File: src/rtl/pipeline_pkg.sv
// Shared types and constants for the execute-stage divider.
package pipeline_pkg;

  typedef enum logic [1:0] {
    OP_DIV  = 2'b00,
    OP_DIVU = 2'b01,
    OP_REM  = 2'b10,
    OP_REMU = 2'b11
  } div_op_t;

  typedef enum logic [1:0] {
    IDLE = 2'b00,
    RUN  = 2'b01,
    DONE = 2'b10
  } div_state_t;

  localparam int unsigned DIV_ITERS = 32;

endpackage

File: src/rtl/div_step.sv
// One restoring-division iteration: shift {rem,quo} left, trial-subtract divisor.
module div_step #(
  parameter int unsigned XLEN = 32
) (
  input  logic [XLEN-1:0] rem_i,
  input  logic [XLEN-1:0] quo_i,
  input  logic [XLEN-1:0] dvs_i,
  output logic [XLEN-1:0] rem_o,
  output logic [XLEN-1:0] quo_o
);

  logic [XLEN:0] rem_sh;
  logic          ge;

  // The shifted remainder can exceed XLEN bits when the divisor has its MSB set.
  assign rem_sh = {rem_i, quo_i[XLEN-1]};
  assign ge     = (rem_sh >= {1'b0, dvs_i});
  assign rem_o  = ge ? (rem_sh[XLEN-1:0] - dvs_i) : rem_sh[XLEN-1:0];
  assign quo_o  = {quo_i[XLEN-2:0], ge};

endmodule

File: src/rtl/execute_divider.sv
// Iterative 32-bit RISC-V DIV/DIVU/REM/REMU unit for the execute stage.
// Optional DIV_FASTPATH_EN: finish divide-by-zero and signed overflow at the start edge.
module execute_divider
  import pipeline_pkg::*;
#(
  parameter int unsigned XLEN = 32
) (
  input  logic            iClk,
  input  logic            iRst,
  input  logic            iStartE,
  input  logic            iFlushE,
  input  logic [1:0]      iDivOpE,
  input  logic [XLEN-1:0] iSrcAE,
  input  logic [XLEN-1:0] iSrcBE,
  input  logic [4:0]      iRdE,
  output logic            oBusyE,
  output logic            oDoneE,
  output logic [XLEN-1:0] oResultE,
  output logic [4:0]      oRdE
);

  div_state_t      state_q;
  div_op_t         op_q;
  logic [4:0]      rd_q, rd_out_q, cnt_q;
  logic [XLEN-1:0] rem_q, quo_q, dvs_q, res_q;
  logic            qneg_q, rneg_q, dz_q, done_q;

  logic            is_signed_d, sa_d, sb_d, dz_d;
  logic [XLEN-1:0] abs_a_d, abs_b_d, rem_nx, quo_nx, res_d;

  assign is_signed_d = ~iDivOpE[0];
  assign sa_d        = is_signed_d & iSrcAE[XLEN-1];
  assign sb_d        = is_signed_d & iSrcBE[XLEN-1];
  assign abs_a_d     = sa_d ? -iSrcAE : iSrcAE;
  assign abs_b_d     = sb_d ? -iSrcBE : iSrcBE;
  assign dz_d        = (iSrcBE == '0);

`ifdef DIV_FASTPATH_EN
  logic            ovf_d, fast_hit_d;
  logic [XLEN-1:0] fast_res_d;

  assign ovf_d      = is_signed_d && (iSrcBE == '1) && (iSrcAE == {1'b1, {(XLEN-1){1'b0}}});
  assign fast_hit_d = dz_d | ovf_d;
  always_comb begin
    fast_res_d = '0;
    if (iDivOpE[1]) fast_res_d = dz_d ? iSrcAE : '0;
    else            fast_res_d = dz_d ? '1 : {1'b1, {(XLEN-1){1'b0}}};
  end
`endif

  div_step #(.XLEN(XLEN)) u_step (
    .rem_i (rem_q),
    .quo_i (quo_q),
    .dvs_i (dvs_q),
    .rem_o (rem_nx),
    .quo_o (quo_nx)
  );

  // A zero divisor yields an all-ones raw quotient; it must not be sign-corrected.
  always_comb begin
    res_d = '0;
    if (op_q[1]) res_d = rneg_q ? -rem_nx : rem_nx;
    else         res_d = dz_q ? '1 : (qneg_q ? -quo_nx : quo_nx);
  end

  assign oBusyE   = (state_q == RUN) || ((state_q == IDLE) && iStartE && !iFlushE);
  assign oDoneE   = done_q;
  assign oResultE = res_q;
  assign oRdE     = rd_out_q;

  always_ff @(posedge iClk or posedge iRst) begin
    if (iRst) begin
      state_q  <= IDLE;
      op_q     <= OP_DIV;
      rd_q     <= '0;
      rd_out_q <= '0;
      cnt_q    <= '0;
      rem_q    <= '0;
      quo_q    <= '0;
      dvs_q    <= '0;
      res_q    <= '0;
      qneg_q   <= 1'b0;
      rneg_q   <= 1'b0;
      dz_q     <= 1'b0;
      done_q   <= 1'b0;
    end else if (iFlushE) begin
      state_q <= IDLE;
      done_q  <= 1'b0;
    end else begin
      case (state_q)
        IDLE: begin
          done_q <= 1'b0;
          if (iStartE) begin
            op_q   <= div_op_t'(iDivOpE);
            rd_q   <= iRdE;
            rem_q  <= '0;
            quo_q  <= abs_a_d;
            dvs_q  <= abs_b_d;
            qneg_q <= sa_d ^ sb_d;
            rneg_q <= sa_d;
            dz_q   <= dz_d;
            cnt_q  <= 5'(DIV_ITERS - 1);
`ifdef DIV_FASTPATH_EN
            if (fast_hit_d) begin
              state_q  <= DONE;
              done_q   <= 1'b1;
              res_q    <= fast_res_d;
              rd_out_q <= iRdE;
            end else begin
              state_q <= RUN;
            end
`else
            state_q <= RUN;
`endif
          end
        end
        RUN: begin
          rem_q <= rem_nx;
          quo_q <= quo_nx;
          cnt_q <= cnt_q - 5'd1;
          if (cnt_q == '0) begin
            state_q  <= DONE;
            done_q   <= 1'b1;
            res_q    <= res_d;
            rd_out_q <= rd_q;
          end
        end
        DONE: begin
          state_q <= IDLE;
          done_q  <= 1'b0;
        end
        default: begin
          state_q <= IDLE;
          done_q  <= 1'b0;
        end
      endcase
    end
  end

endmodule

File: config.mk
export PLATFORM = sky130hd
export DESIGN_NAME = execute_divider
export DESIGN_NICKNAME = d
export VERILOG_FILES = /design/src/rtl/pipeline_pkg.sv /design/src/rtl/div_step.sv /design/src/rtl/execute_divider.sv
export SDC_FILE = /design/constraint.sdc
export NUM_CORES = 1
export LEC_CHECK = 0
export ABC_CLOCK_PERIOD_IN_PS = 5700
export CORE_MARGIN = 5
export CORE_UTILIZATION = 35
export CTS_CLUSTER_SIZE = 8
export DETAILED_ROUTE_END_ITERATION = 8
export DONT_BUFFER_PORTS = 1
export HOLD_SLACK_MARGIN = 0.08
export PLACE_DENSITY_LB_ADDON = 0.3
export SETUP_SLACK_MARGIN = 0.02
export SLEW_MARGIN = 20
export SYNTH_ARGS = -nofsm -noshare
export SYNTH_HDL_FRONTEND = slang
export SYNTH_SLANG_ARGS = --single-unit
File: constraint.sdc
create_clock -name iClk -period 5.7 [get_ports iClk]
set_input_delay 1.14 -clock iClk [delete_from_list [all_inputs] [get_ports iClk]]
set_output_delay 1.14 -clock iClk [all_outputs]
set_load 0.02 [all_outputs]
==> flow_summary.toml, run 1 <==
[outcome]
outcome = "finished clean"

[sta]
slew_violations = 0
worst_pin_slew_ps = 962
setup_tns_ps = 0
period_minus_slack_ps = 5270
rsz0062_at_grt = "false"
relSlewSlack_pct = 35.7
max_freq_mhz = 190
clock_skew_ps = 17.0
finalHoldViolCount = 0
setup_violations = 0
fin_crit_sh_pct = 92.4

[die]
die_w_um = 194
core_area_mm2 = 0.0335
ioPinCount = 114
die-area_mm2 = 0.0378
die_h_um = 194
core.rowCount = 67
start_util_pct = 35.5

[detailed_routing]
wl_per_cell_um = 19.0
finalWirelength_um = 35400
drc = 0
firstDrtPassIters = 5
drt_first_iter_violations = 837
drtAntennaViolNets = 0
via_count = 10500
vias_per_cell = 5.60

[critical_path]
worstSetupStartpointType = "flop"
worstPathRequired_ps = 6030
setup.worst_path.end_class = "flop"
worstPathMaxFanout = 11
crit_type = "flop to flop"
critPathArrivalTime_ps = 5600

[layout]
antenna_cells = 0
regArea_mm2 = 0.00375
synthToLayoutAreaGrowth_pct = 6.30
final_layout_size_suffix_gt1_share_pct = 7.34
fin_nets = 1518
multi_input_area_mm2 = 0.00744
fillerInstances = 3507

[min_path]
hold_path_class = "flop to flop"

[yosys]
synth_cell_types = 100
avgSynthCellArea_um2 = 8.18
syn-num-nets = 1569
yosysSeqAreaShare_pct = 31.5
synth_ff_type = "dfrtp_1"
async_flop_share_pct = 100
synth_edf_count = 0
yosys_register_bits = 150
yosys_warnings = 0
netlist.area_leader.share_pct = 31.5
yosys.area.top_type = "dfrtp_1"
synthTopCellsByArea = "dfrtp_1, nand2_1, o21ai_0"
syn_area_mm2 = 0.0119
syn_inst = 1455

[pwr]
p_total_uw = 7020
p_per_area_mw_per_mm2 = 555
ir_drop_uv = 276
leakagePower_uw = 0.00540

[global_routing]
grt_max_degree = 92
grt_pass1_wl_um = 56700
grt_pass1_vias = 10200
antenna_found_initial = 0
track_usage_pct = 18.4
grt-ovfl-total = 0

[clock_tree]
cts_tree = "built"
clock_path_buffers = 2
clock_latency_ps = 430
htreeDepth = 4
path_clk_slew_ps = 70
cts_resized = 0
cts_made_buffers = 17
cts_hold_buf = 0
cts_root_buf = "clkbuf_16"
clock-sinks = 150
post-cts-setup-buffers = 0

[run]
drv_cap = 0

[place]
place.gp.congestion = 0.931
io_buffers = 0
dp_hpwl_um = 27100
-- power breakdown --
part           total [uW]  internal [uW]  switching, uW
Clock                1120            589            531
Sequential           1580           1280            296
Combinational        4320           1610           2720
Total                7020           3480           3540
-- per-layer routing --
layer	global-route usage, %	wire, um	up-vias
met5	0	0	-
li1	-	-	5126
met2	31.4	17100	226
met1	23.6	15700	5048
met4	6.30	1170	0
met3	2.98	1390	51
-- layout make-up --
| class | instances | area share (%) |
|---|---|---|
| inverter | 58 | 1.76 |
| tap | 448 | 4.43 |
| multi-input combinational | 1163 | 58.8 |
| sequential | 150 | 29.7 |
| clock buffer | 18 | 3.47 |
| clock inverter | 14 | 1.06 |
| timing repair buffer | 14 | 0.831 |
-- cell usage in the layout, fill, tap and decap left out, types with 6 or more instances in the layout --
master | netlist | layout
a21oi_1 | 95 | 95
a21o_1 | 26 | 26
nand3_1 | 17 | 17
nor2b_1 | 9 | 8
nor3_1 | 29 | 29
clkbuf_16 | 0 | 17
o31ai_1 | 32 | 32
mux2i_1 | 39 | 39
buf_4 | 8 | 14
o41ai_1 | 12 | 12
or4_1 | 9 | 9
xor2_1 | 53 | 53
nand2b_1 | 8 | 8
a211oi_1 | 15 | 15
or2_2 | 7 | 7
o21ai_0 | 155 | 155
nand4_1 | 15 | 15
a31oi_1 | 15 | 15
and3_1 | 7 | 7
ha_1 | 38 | 38
inv_1 | 57 | 56
dfrtp_1 | 150 | 150
nor2_1 | 103 | 102
nand2_1 | 212 | 212
and2_1 | 6 | 6
o211ai_1 | 6 | 6
nor4_1 | 15 | 15
a221oi_1 | 15 | 15
a22oi_1 | 18 | 18
or3_1 | 17 | 17
xnor2_1 | 81 | 81
-- stage by stage --
step	utilization [%]	area, um2	hold slack [ps]	worst slack [ps]	std cells
after floorplan	-	11900	439	524	1455
after global placement	36.0	12100	446	636	1833
after detailed placement	36.0	12100	455	536	1833
after CTS	37.7	12700	472	495	1865
after global routing	37.7	12700	492	120	1865
final	37.7	12700	470	430	1865
-- flip-flops by register name (all words and copies together), names as in the netlist --
register / flops
quo_q: 32
oRdE: 5
op_q: 1
oDoneE: 1
oResultE: 32
rd_q: 5
cnt_q: 5
qneg_q: 1
rem_q: 32
dz_q: 1
dvs_q: 32
rneg_q: 1
state_q: 2
-- synthesized netlist by cell type (4+ instances only) --
| master | n |
|---|---|
| a211oi_1 | 15 |
| a21o_1 | 26 |
| a21oi_1 | 95 |
| a221oi_1 | 15 |
| a22o_1 | 5 |
| a22oi_1 | 18 |
| a31oi_1 | 15 |
| and2_1 | 6 |
| and3_1 | 7 |
| buf_2 | 10 |
| buf_4 | 8 |
| buf_6 | 6 |
| clkbuf_1 | 47 |
| clkbuf_8 | 11 |
| dfrtp_1 | 150 |
| ha_1 | 38 |
| inv_1 | 57 |
| mux2_2 | 5 |
| mux2i_1 | 39 |
| nand2_1 | 212 |
| nand2b_1 | 8 |
| nand3_1 | 17 |
| nand3b_1 | 5 |
| nand4_1 | 15 |
| nor2_1 | 103 |
| nor2b_1 | 9 |
| nor3_1 | 29 |
| nor4_1 | 15 |
| o211ai_1 | 6 |
| o21ai_0 | 155 |
| o21ai_1 | 4 |
| o22ai_1 | 4 |
| o31ai_1 | 32 |
| o41ai_1 | 12 |
| or2_2 | 7 |
| or3_1 | 17 |
| or4_1 | 9 |
| xnor2_1 | 81 |
| xor2_1 | 53 |
-- cells by family (layout without fill, tap and decap cells) --
group                    count (synthesis)  in the layout  share of synthesized area (%)
adder cells (fa/ha/maj)                 39             39                           4.16
flip-flops                             150            150                           31.5
multiplexers                            45             45                           3.87
buffers and inverters                  142            104                           6.15
AND/OR/NAND/NOR                        500            500                           20.5
XOR/XNOR                               134            134                           9.86
AO/OA/AOI/OAI                          445            445                           24.0
-- worst max-delay path: stages (launching register included) --
cell       delay, ps
dfrtp_1          460
ha_1             490
nand2_1          140
or2_1            300
a2111oi_4        380
o211ai_1         150
a21o_2           330
nand2_4          160
mux2i_1          310
ha_1             250
o21ai_0           90
or4_1            420
or3_1            340
a21oi_2          200
a32o_1           220
and3_1           350
nand3_4          130
and4_4           220
o31ai_1          220
-- path summary, 6_finish.rpt --
check | start | endpoint | slack, ps | cells after the start
max in group asynchronous | iRst | quo_q[13]$_DFFE_PP0P_ | 3790 | 2
min reg2reg | rd_q[3]$_DFFE_PP0P_ | oRdE[3]$_DFFE_PP0P_ | 470 | 2
max reg2reg | rem_q[4]$_DFFE_PP0P_ | oResultE[26]$_DFFE_PP0P_ | 430 | 18
min in group asynchronous | iRst | dvs_q[3]$_DFFE_PP0P_ | 600 | 1
min | rd_q[3]$_DFFE_PP0P_ | oRdE[3]$_DFFE_PP0P_ | 470 | 2
max | rem_q[4]$_DFFE_PP0P_ | oResultE[26]$_DFFE_PP0P_ | 430 | 18
No activity file was read; power rests on OpenSTA's default activity.
==> run 2, diff against run 1 <==
--- a/config.mk
+++ b/config.mk
@@ -5,12 +5,11 @@
 export SDC_FILE = /design/constraint.sdc
 export NUM_CORES = 1
 export LEC_CHECK = 0
-export ABC_CLOCK_PERIOD_IN_PS = 5700
+export ABC_CLOCK_PERIOD_IN_PS = 4930
 export CORE_MARGIN = 5
-export CORE_UTILIZATION = 35
+export CORE_UTILIZATION = 32
 export CTS_CLUSTER_SIZE = 8
 export DETAILED_ROUTE_END_ITERATION = 8
-export DONT_BUFFER_PORTS = 1
 export HOLD_SLACK_MARGIN = 0.08
 export PLACE_DENSITY_LB_ADDON = 0.3
 export SETUP_SLACK_MARGIN = 0.02
==> constraint.sdc (replaced) <==
create_clock -name iClk -period 4.93 [get_ports iClk]
set_input_delay 0.986 -clock iClk [delete_from_list [all_inputs] [get_ports iClk]]
set_output_delay 0.986 -clock iClk [all_outputs]
set_load 0.02 [all_outputs]
==> flow_summary.toml, run 2 (synthesized netlist as in run 1, its figures left out) <==
[outcome]
outcome = "finished clean"

[critical_path]
setup.worst_path.start = "rem_q[2]$_DFFE_PP0P_"
r2r_slack_ps = 280
cp-endpoint = "oResultE[30]$_DFFE_PP0P_"
rr_startpoint = "rem_q[2]$_DFFE_PP0P_"
setup.worst_path.end_class = "flop"
r2r_cells = 19
crit_type = "flop to flop"
critPathArrivalTime_ps = 4970
worstPathMaxFanout = 9
worstPathRequired_ps = 5250
worstSetupStartpointType = "flop"
reg2reg_to = "oResultE[30]$_DFFE_PP0P_"

[die]
core.rowCount = 70
ioPinCount = 114
core_area_mm2 = 0.0367
die_w_um = 203
start_util_pct = 32.4
die-area_mm2 = 0.0412
die_h_um = 203

[sta]
worst_pin_slew_ps = 1020
setup_violations = 0
max_freq_mhz = 215
worst_hold_slack_ps = 472
relSlewSlack_pct = 31.9
fin_crit_sh_pct = 94.3
finalHoldViolCount = 0
clock_skew_ps = 10.3
period_minus_slack_ps = 4650
slew_violations = 0
finalWorstSetupSlack_ps = 281

[clock_tree]
clock_latency_ps = 440
clock_path_buffers = 2
cts_made_buffers = 17
htreeDepth = 4
cts_root_buf = "clkbuf_16"
cts_tree = "built"
path_clk_slew_ps = 60
clock-sinks = 150
cts_hold_buf = 0

[global_routing]
grt_max_degree = 151
grt_pass1_vias = 10700
grt_util_met2_pct = 31.3
antenna_found_initial = 0
grt_pass1_wl_um = 58800
grt-ovfl-total = 0
grt-busiest-layer = "met2"
grt_use_met3_pct = 2.38
use_met1_pct = 23.0
track_usage_pct = 17.7

[pwr]
leakagePower_uw = 0.00608
ir_drop_uv = 392
p_per_area_mw_per_mm2 = 620

[detailed_routing]
firstDrtPassIters = 5
wl_per_cell_um = 18.4
vias_per_cell = 5.44
via_count = 11100
drc = 0
drt_first_iter_violations = 867
finalWirelength_um = 37500
drtAntennaViolNets = 0

[layout]
fin_nets = 1671
final_layout_size_suffix_gt1_share_pct = 10.5
synthToLayoutAreaGrowth_pct = 20.8
layout_common_cells = "nand2_1, o21ai_0, dfrtp_1"
stdcell_count = 2038
layout_commonest_cell = "nand2_1"
antenna_cells = 0

[place]
dp_hpwl_um = 28500
place_inst = 2003
pre_cts_ws_ps = -80.6
place.gp.congestion = 0.909
io_buffers = 113

[run]
drv_cap = 0

[min_path]
hold_path_class = "flop to flop"
run 2: cell count changes in the layout (fill, tap and decap cells not counted), sizes merged:
cell           delta
clkinv            -1
clkdlybuf4s50   +113
clkinvlp          -1
buf              +40
bufinv            +6
clkbuf            +3
inv               -7
run 2: cell type report:
class / instances / area [um2]
flip-flops and latches: 150 / 3760
clock buffers: 21 / 460
inverters: 58 / 221
repair buffers: 167 / 1560
well taps: 468 / 586
fillers: 3759 / 22300
multi-input cells: 1163 / 7580
clock inverters: 11 / 219
run 2: routing by layer:
| layer | vias up | wire, um |
|---|---|---|
| li1 | 5422 | - |
| met1 | 5394 | 16700 |
| met2 | 234 | 19000 |
| met3 | 42 | 1180 |
| met4 | 0 | 687 |
| met5 | - | 0 |
run 2: timing repair:
action / CTS / global route
setup endpoints to repair: 5 / 12
setup buffers: 0 / 3
endpoints found under the hold margin: 0 / 0
pin swaps: 0 / 7
resized for setup: 5 / 30
run 2: where the power goes:
group | leakage, uW | switching [uW] | internal [uW] | total (uW)
clock network | 0.000328 | 564 | 980 | 1540
logic | 0.00381 | 3390 | 2200 | 5590
registers | 0.00195 | 302 | 1480 | 1790
run 2: metrics by stage:
stage / setup TNS (ps) / utilization, % / cell area, um2 / power [uW]
after floorplan: 0 / - / 11900 / 5730
after global placement: 0 / 36.9 / 13500 / 7150
after detailed placement: -130 / 36.9 / 13500 / 7170
after CTS: 0 / 38.8 / 14200 / 8760
after global routing: -1.25 / 39.2 / 14400 / 9570
final: 0 / 39.2 / 14400 / 8920
run 2: critical path, stage by stage, from the launching register on:
cell	delay, ps
dfrtp_2	450
ha_4	290
a21o_1	240
nor2_1	260
a2111oi_4	140
o211ai_1	240
a21o_2	230
nand2_8	110
inv_2	70
ha_1	160
or3b_1	420
or2_1	280
or4_1	510
nand2b_1	220
o21ai_2	230
nand2_1	90
xor2_1	150
o21ai_1	120
a211oi_1	60
a22o_1	250
run 2: worst min-delay path by stage:
stage	startpoint	endpoint	slack, ps	cells past startpoint
CTS	rd_q[2]$_DFFE_PP0P_	oRdE[2]$_DFFE_PP0P_	470	2
floorplan	rd_q[0]$_DFFE_PP0P_	oRdE[0]$_DFFE_PP0P_	440	2
global placement	rd_q[2]$_DFFE_PP0P_	oRdE[2]$_DFFE_PP0P_	450	2
global route	oRdE[1]$_DFFE_PP0P_	oRdE[1]$_DFFE_PP0P_	480	2
finish	rd_q[1]$_DFFE_PP0P_	oRdE[1]$_DFFE_PP0P_	470	2
detailed placement	rd_q[2]$_DFFE_PP0P_	oRdE[2]$_DFFE_PP0P_	450	2
==> run 3, diff against run 2 <==
--- a/config.mk
+++ b/config.mk
@@ -6,6 +6,8 @@
 export NUM_CORES = 1
 export LEC_CHECK = 0
 export ABC_CLOCK_PERIOD_IN_PS = 4930
+export CELL_PAD_IN_SITES_DETAIL_PLACEMENT = 0
+export CELL_PAD_IN_SITES_GLOBAL_PLACEMENT = 2
 export CORE_MARGIN = 5
 export CORE_UTILIZATION = 32
 export CTS_CLUSTER_SIZE = 8
==> flow_summary.toml, run 3 (synthesized netlist as in run 1, its figures left out) <==
[outcome]
outcome = "finished clean"

[run]
drv_cap = 0

[critical_path]
worstSetupStartpointType = "flop"
setup.worst_path.start = "rem_q[3]$_DFFE_PP0P_"
cp_common_cell = "ha_2"
cp-endpoint = "oResultE[26]$_DFFE_PP0P_"
worstPathRequired_ps = 5270
crit_type = "flop to flop"
rr_startpoint = "rem_q[3]$_DFFE_PP0P_"
setup.worst_path.end_class = "flop"
worstPathMaxFanout = 7
critPathArrivalTime_ps = 5030
crit_slowest_cell = "or4_1"
reg2reg_to = "oResultE[26]$_DFFE_PP0P_"
cp_top_family = "simple AND/OR/NAND/NOR gates"
r2r_slack_ps = 240
crit_chain = "ha_2 -> nor2_1 -> or2_1 -> a2111oi_4 -> o211ai_1 -> a21o_2 -> nand2_4 -> mux2i_2 -> ha_2 -> o21ai_0 -> or4_1 -> or3_1 -> a21oi_2 -> a32o_1 -> and3_4 -> nand3_4 -> and4_4 -> o31ai_1"
cp_num_buf_inv = 0
r2r_cells = 18
crit_cells = 18
cp_slowest_stage_delay_ps = 450

[detailed_routing]
firstDrtPassIters = 5
wl_per_cell_um = 19.0
drtAntennaViolNets = 0
finalWirelength_um = 38800
drc = 0
via_count = 11000
vias_per_cell = 5.36
drt_first_iter_violations = 618

[min_path]
hold_path_class = "flop to flop"

[clock_tree]
clock_path_buffers = 2
cts_root_buf = "clkbuf_16"
clock-sinks = 150
cts_made_buffers = 17
path_clk_slew_ps = 70
clock_latency_ps = 440
cts_tree = "built"
htreeDepth = 4

[place]
dp_hpwl_um = 30000
place_inst = 2012
place.gp.congestion = 0.871
io_buffers = 113
pre_cts_ws_ps = 74.1

[die]
start_util_pct = 32.4
die-area_mm2 = 0.0412
ioPinCount = 114
core_area_mm2 = 0.0367
die_h_um = 203
die_w_um = 203
core.rowCount = 70

[layout]
layout_commonest_cell = "nand2_1"
layout_common_cells = "nand2_1, o21ai_0, dfrtp_1"
stdcell_count = 2044
synthToLayoutAreaGrowth_pct = 19.3
final_layout_size_suffix_gt1_share_pct = 10.2
antenna_cells = 0
final_core_util_pct = 38.7
fin_nets = 1677

[global_routing]
track_usage_pct = 18.7
grt_pass1_vias = 10800
grt_max_degree = 91
grt-ovfl-total = 0
antenna_found_initial = 0
grt_pass1_wl_um = 61900

[sta]
setup_tns_ps = 0
fin_crit_sh_pct = 95.2
relSlewSlack_pct = 30.2
period_minus_slack_ps = 4690
finalWorstSetupSlack_ps = 237
slew_violations = 0
worst_pin_slew_ps = 1040
clock_skew_ps = 8.90
setup_violations = 0
max_freq_mhz = 213
worst_hold_slack_ps = 465
finalHoldViolCount = 0

[pwr]
switching_share_pct = 49.7
p_seq_share_pct = 20.5
p_per_area_mw_per_mm2 = 610
p_clk_share_pct = 15.0
leakagePower_uw = 0.00603
combinationalPowerShare_pct = 64.5
ir_drop_uv = 314
switchingPower_uw = 4300
p_int_uw = 4360
run 3: changes by cell type in the layout (fill, tap and decap cells not counted), moves of 2 or more:
| cell | delta |
|---|---|
| buf_4 | +6 |
| bufinv_16 | -5 |
| ha_4 | -5 |
| clkinvlp_4 | +3 |
| dfrtp_1 | +3 |
| dfrtp_2 | -3 |
| ha_1 | +3 |
| clkinv_2 | +2 |
| ha_2 | +2 |
| o21ai_2 | -2 |
run 3: final cells by class:
class                      instances  area (um2)
fill                            3813       22500
multi-input combinational       1163        7470
sequential                       150        3750
timing repair buffer             173        1610
tap                              468         586
clock buffer                      21         460
inverter                          58         221
clock inverter                    11         101
run 3: metrics by stage:
stage	power, uW	instance area [um2]
after floorplan	5730	11900
after global placement	7350	13600
after detailed placement	7330	13600
after CTS	8670	14200
after global routing	9350	14200
final	8670	14200
run 3: what timing repair did:
item | in CTS | in global routing
endpoints found under the setup margin | 1 | 11
buffers inserted | 0 | 0
hold buffers | 0 | 0
resized for setup | 1 | 13
run 3: power by group through the flow:
stage | Sequential, uW | Clock (uW) | Combinational, uW
after floorplan | 1710 | 0 | 4020
after detailed placement | 1800 | 0 | 5540
after global placement | 1790 | 0 | 5570
after global routing | 1820 | 1380 | 6150
final | 1770 | 1300 | 5590
after CTS | 1770 | 1320 | 5570
run 3: how the worst min path moves through the flow:
stage	start	end	slack (ps)	depth (start not counted)
CTS	rd_q[1]$_DFFE_PP0P_	oRdE[1]$_DFFE_PP0P_	460	2
detailed placement	rd_q[1]$_DFFE_PP0P_	oRdE[1]$_DFFE_PP0P_	450	2
finish	rd_q[1]$_DFFE_PP0P_	oRdE[1]$_DFFE_PP0P_	470	2
global route	rd_q[1]$_DFFE_PP0P_	rd_q[1]$_DFFE_PP0P_	490	2
floorplan	rd_q[0]$_DFFE_PP0P_	oRdE[0]$_DFFE_PP0P_	440	2
global placement	rd_q[4]$_DFFE_PP0P_	oRdE[4]$_DFFE_PP0P_	450	2
run 3: routing by layer:
metal / part of all wire (%) / routed length, um / track usage (%) / vias to the layer above
met1: 46 / 18000 / 25.5 / 5255
met3: 3.3 / 1260 / 2.46 / 40
li1: - / - / - / 5449
met4: 2.4 / 939 / 5.24 / 0
met5: 0 / 0 / 0 / -
met2: 48 / 18500 / 31.3 / 211
run 3: worst register-to-register path: cells and delay by family, from the launching register on:
family	cells	cell delay, ps
flops	1	420
fa+ha+maj	2	630
mux	1	270
compound gates	7	1420
simple gates	8	1850
